==> src/rtl/piccolo_rp_iter.sv <==
// piccolo_rp_iter: iterative Piccolo round-permutation engine.
// Captures a 64-bit state word and applies RP (or RP^-1) once per clock,
// in_iter times, then holds the result until the consumer accepts it.
// Optional feature macro: PICCOLO_RP_INV_EN. When it is defined, in_inv
// selects the inverse permutation. When it is not defined, RP is always
// applied forward and in_inv is ignored.
module piccolo_rp_iter #(
    parameter int ITER_W = 4
) (
    input  logic              clk,
    input  logic              rst_n,
    input  logic              clr,
    input  logic              in_valid,
    output logic              in_ready,
    input  logic [63:0]       in_data,
    input  logic [ITER_W-1:0] in_iter,
    input  logic              in_inv,
    output logic              out_valid,
    input  logic              out_ready,
    output logic [63:0]       out_data,
    output logic              busy
);

    typedef enum logic [1:0] {
        S_IDLE = 2'd0,
        S_RUN  = 2'd1,
        S_DONE = 2'd2
    } state_e;

    // Forward RP: (x0..x7) -> (x2,x7,x4,x1,x6,x3,x0,x5), where x0 is the top byte.
    function automatic logic [63:0] rp_fwd(input logic [63:0] x);
        return {x[47:40], x[7:0], x[31:24], x[55:48],
                x[15:8],  x[39:32], x[63:56], x[23:16]};
    endfunction

`ifdef PICCOLO_RP_INV_EN
    // Inverse RP: (y0..y7) -> (y6,y3,y0,y5,y2,y7,y4,y1).
    function automatic logic [63:0] rp_inv(input logic [63:0] y);
        return {y[15:8],  y[39:32], y[63:56], y[23:16],
                y[47:40], y[7:0],   y[31:24], y[55:48]};
    endfunction
`endif

    state_e              fsm_q, fsm_d;
    logic [63:0]         data_q, data_d;
    logic [ITER_W-1:0]   cnt_q, cnt_d;
    logic                in_ready_q, in_ready_d;
    logic                out_valid_q, out_valid_d;
    logic                busy_q, busy_d;

`ifdef PICCOLO_RP_INV_EN
    logic                inv_q, inv_d;
`else
    // The port stays for interface stability. Without the inverse logic it has no load.
    logic                unused_in_inv;
    assign unused_in_inv = in_inv;
`endif

    // Next-state logic: FSM transitions, datapath update and registered flag values.
    always_comb begin
        // NOTE: every signal gets a hold value first, so no path through the
        // case/if tree can leave one unassigned and infer a latch.
        fsm_d  = fsm_q;
        data_d = data_q;
        cnt_d  = cnt_q;
`ifdef PICCOLO_RP_INV_EN
        inv_d  = inv_q;
`endif

        case (fsm_q)
            S_IDLE: begin
                if (in_valid) begin
                    data_d = in_data;
                    cnt_d  = in_iter;
`ifdef PICCOLO_RP_INV_EN
                    inv_d  = in_inv;
`endif
                    fsm_d  = (in_iter == '0) ? S_DONE : S_RUN;
                end
            end
            S_RUN: begin
`ifdef PICCOLO_RP_INV_EN
                data_d = inv_q ? rp_inv(data_q) : rp_fwd(data_q);
`else
                data_d = rp_fwd(data_q);
`endif
                cnt_d  = cnt_q - ITER_W'(1);
                if (cnt_q == ITER_W'(1)) begin
                    fsm_d = S_DONE;
                end
            end
            S_DONE: begin
                if (out_ready) begin
                    fsm_d = S_IDLE;
                end
            end
            default: begin
                fsm_d = S_IDLE;
            end
        endcase

        // An abort overrides every transition. The state word is kept, but
        // nothing from this cycle is captured.
        if (clr) begin
            fsm_d  = S_IDLE;
            cnt_d  = '0;
            data_d = data_q;
`ifdef PICCOLO_RP_INV_EN
            inv_d  = inv_q;
`endif
        end

        // The handshake flags are decoded from the next state so that they
        // come straight from flops.
        in_ready_d  = (fsm_d == S_IDLE);
        out_valid_d = (fsm_d == S_DONE);
        busy_d      = (fsm_d != S_IDLE);
    end

    // State registers with asynchronous active-low reset.
    always_ff @(posedge clk or negedge rst_n) begin
        if (!rst_n) begin
            fsm_q       <= S_IDLE;
            data_q      <= '0;
            cnt_q       <= '0;
            in_ready_q  <= 1'b1;
            out_valid_q <= 1'b0;
            busy_q      <= 1'b0;
`ifdef PICCOLO_RP_INV_EN
            inv_q       <= 1'b0;
`endif
        end else begin
            // NOTE: non-blocking assignments let every flop sample the
            // pre-edge values, whatever order these statements are in.
            fsm_q       <= fsm_d;
            data_q      <= data_d;
            cnt_q       <= cnt_d;
            in_ready_q  <= in_ready_d;
            out_valid_q <= out_valid_d;
            busy_q      <= busy_d;
`ifdef PICCOLO_RP_INV_EN
            inv_q       <= inv_d;
`endif
        end
    end

    assign in_ready  = in_ready_q;
    assign out_valid = out_valid_q;
    assign busy      = busy_q;
    assign out_data  = data_q;

endmodule

==> config.mk <==
export PLATFORM = sky130hd
export DESIGN_NAME = piccolo_rp_iter
export DESIGN_NICKNAME = d
export VERILOG_FILES = /design/src/rtl/piccolo_rp_iter.sv
export SDC_FILE = /design/constraint.sdc
export NUM_CORES = 1
export LEC_CHECK = 0
export CAP_MARGIN = 30
export CORE_ASPECT_RATIO = 1.75
export CORE_MARGIN = 4
export CORE_UTILIZATION = 66
export CTS_BUF_LIST = sky130_fd_sc_hd__clkbuf_8
export CTS_CLUSTER_SIZE = 10
export DETAILED_ROUTE_END_ITERATION = 6
export DONT_BUFFER_PORTS = 1
export PLACE_DENSITY = 0.87
export SLEW_MARGIN = 20
export SYNTH_ARGS = -nofsm -noshare
export SYNTH_HDL_FRONTEND = slang
export SYNTH_SLANG_ARGS = --single-unit
==> constraint.sdc <==
create_clock -name clk -period 1.7 [get_ports clk]
set_input_delay 0.085 -clock clk [delete_from_list [all_inputs] [get_ports clk]]
set_output_delay 0.085 -clock clk [all_outputs]
set_load 0.1 [all_outputs]
==> reports/metrics.csv <==
metric,value,unit
num ports,141,
detailed placer's ending HPWL,5970,um
worst relative slew slack,50.1,%
Final #Nets,531,
Die X,62.4,um
Final Hold Vio Count,73,
area of the mapped netlist,3420,um2
drt wl/cell,30.0,um
fin cells,515,
gr usage total,39.4,%
TritonCTS clock tree,yes,
Setup TNS Final,-0.448,ns
min setup slack post-route,-0.168,ns
drt via density,7.17,
total core area,5020,um2
largest net degree at the start of global routing,79,
Setup Buffers After CTS,0,
Worst path top cell family by delay,simple AND/OR/NAND/NOR gates,
Routed Antenna Nets,0,
clock skew,0.0203,ns
share of layout cells above drive strength 1,20.4,%
vias in the first global route,3519,
Port Buffers,0,
"Distinct cells, synth",29,
Max Cap Viol,0,
pre-CTS setup slack,0.139,ns
CP max FO,3,
worst hold slack,-0.576,ns
Final GP Congestion,0.854,
Ys Warns,0,
post-synth net total,404,
failing checks,"design-rule violations, negative hold slack, negative setup slack",
Worst Path Required,1.99,ns
VDD IR-drop max,1.22,mV
placed cells,430,
Yosys reg bits,73,
# DRC,10,
Num CTS Buffers,9,
critical path's slowest cell,nor4_1,
Initial Util,68.1,%
CTS Sinks,73,
Longest Clk Path Bufs,2,
outcome,finished with violations,
Rows,34,
Clock Tree Root,clkbuf_8,
die area,6440,um2
Finished Cell Area,4850,um2
total gr overflow,0,
final slew viol count,0,
Pwr per Cell Area,1730,nW/um2
endpoint class of the critical path,flop,
first-pass GRT wire length,19100,um
Hold WC Path Type,in -> async,
fin crit share,110,%
drt total wl,15500,um
DR pass1 iterations,7,
Critical Path Start Type,primary input,
syn_area_per_cell,10.4,um2
area growth from synthesis to layout,41.8,%
worst path bufs/invs,1,
Via Count,3695,
initial antenna violation count,1,
clock slew at reported path FFs,0.09,ns
die height,103,um
clk_lat worst skew,0.35,ns
Slew @ Worst Pin,0.742,ns
Placed Instance Area,3950,um2
H-tree depth,3,
initial drt markers,589,
Leak,2.23,nW
sequential-to-total area share from yosys stat,53.4,%
Post-Synthesis Cells,328,
"Setup violations, final",7,
crit-path cells,dlygate4sd3_1 > nor4_1 > nand2_1 > a221oi_4 > or2_1,
Fmax,535,MHz
Final Critical Period,1.87,ns
critical path arrival,2.16,ns
Worst Setup Path Type,in -> reg,
CP max stage delay,0.69,ns
[per-stage QoR]
stage	utilization [%]	power, mW
after global routing	96.6	8.52
final	96.6	8.38
after detailed placement	78.7	6.52
after floorplan	-	5.67
after CTS	95.5	7.86
after global placement	78.7	6.42
[metal layers]
metal,GRT usage [%],routed length (um)
met1,41.4,4380
met2,72.7,7760
met3,9.73,1670
met4,21.1,1640
met5,0,0
[cell families (layout without fill, tap and decap cells)]
logic type / after synthesis / count (layout) / synth area share [%]
compound gates: 81 / 81 / 13.1
simple gates: 80 / 80 / 9.80
flops: 73 / 73 / 53.4
mux: 64 / 64 / 18.7
buf+inv: 28 / 160 / 4.24
fa+ha+maj: 2 / 2 / 0.731
other cells: 0 / 1 / 0
[worst register-to-register path: cells and delay by family, from the launching register on]
kind | cells | cell delay, ns
DFF | 1 | 0.50
and+or+nand+nor | 3 | 0.94
AOI/OAI and AO/OA | 1 | 0.35
[flip-flops by register name (all words and copies together) (netlist names)]
name	count
out_data	64
cnt_q	4
fsm_q	2
busy	1
in_ready	1
out_valid	1
[cells in the mapped netlist]
library cell	instances	area, um2
dfrtp_1	72	1800
nand2_1	65	244
mux2i_1	64	641
o21ai_0	58	290
clkbuf_1	10	37.5
o21ai_1	9	45.0
buf_2	8	40.0
a211oi_1	4	30.0
a21oi_1	4	20.0
buf_4	4	30.0
inv_1	4	15.0
nand2b_1	4	25.0
nor2_1	3	11.3
buf_6	2	22.5
ha_1	2	25.0
nor3_1	2	10.0
a221oi_1	1	8.76
a221oi_2	1	15.0
a2bb2oi_1	1	8.76
and4bb_2	1	12.5
dfstp_2	1	26.3
nor2b_1	1	6.26
nor3b_1	1	7.51
nor4_1	1	6.26
o21ba_2	1	10.0
o32a_1	1	10.0
o32ai_1	1	8.76
or2_1	1	6.26
or3_1	1	6.26
[report_power, final]
part	switching (mW)	leakage (nW)	internal, mW
sequential	0.470	0.908	2.11
clock	0.698	0.108	0.633
combinational	3.55	1.21	0.918
[area by class of cell]
cell class | count | area (um2)
antenna | 1 | 2.50
clock buffer | 12 | 165
clock inverter | 4 | 15.0
fill | 94 | 169
inverter | 4 | 15.0
multi-input combinational | 227 | 1480
sequential | 73 | 1830
tap | 54 | 67.6
timing repair buffer | 140 | 1280
[path summary, 6_finish.rpt]
| check | startpoint | end | slack, ns | depth (start not counted) |
|---|---|---|---|---|
| worst max register to register | fsm_q[1]$_DFF_PN0_ | busy$_DFF_PN0_ | -0.15 | 4 |
| max in group asynchronous | rst_n | in_ready$_DFF_PN1_ | 2.06 | 0 |
| min in group clk | in_iter[2] | cnt_q[2]$_DFFE_PN0P_ | 0.04 | 3 |
| worst min-delay path | rst_n | fsm_q[1]$_DFF_PN0_ | -0.58 | 0 |
| worst min register to register | out_data[60]$_DFFE_PN0P_ | out_data[60]$_DFFE_PN0P_ | 0.54 | 2 |
| worst max-delay path | in_iter[0] | busy$_DFF_PN0_ | -0.17 | 5 |
[timing repair]
action                                 CTS  global route
endpoints found under the hold margin  142            74
resized for setup                        0             5
hold buffers                            66             1
setup endpoints to repair                0            30
[cell usage in the layout (no fill, tap or decap)]
cell type,n
a221oi_4,1
o21ai_1,9
ha_1,2
nor3_1,2
buf_4,68
mux2i_1,64
clkbuf_8,12
clkbuf_16,1
a221oi_1,1
or3_1,1
nor2b_4,1
nor3b_1,1
dfrtp_1,70
nor4_1,1
nand2_1,65
nand2b_4,1
and4bb_2,1
inv_1,8
buf_6,1
o32a_1,1
a211oi_1,4
o21ai_0,58
a2bb2oi_1,1
buf_12,3
or2_1,1
dlygate4sd3_1,67
o21ba_2,1
nand2b_1,3
diode_2,1
nor2_1,3
a21oi_1,3
dfstp_2,1
o32ai_1,1
dfrtp_2,2
a21oi_2,1
Power figures use the tool's default switching activity.
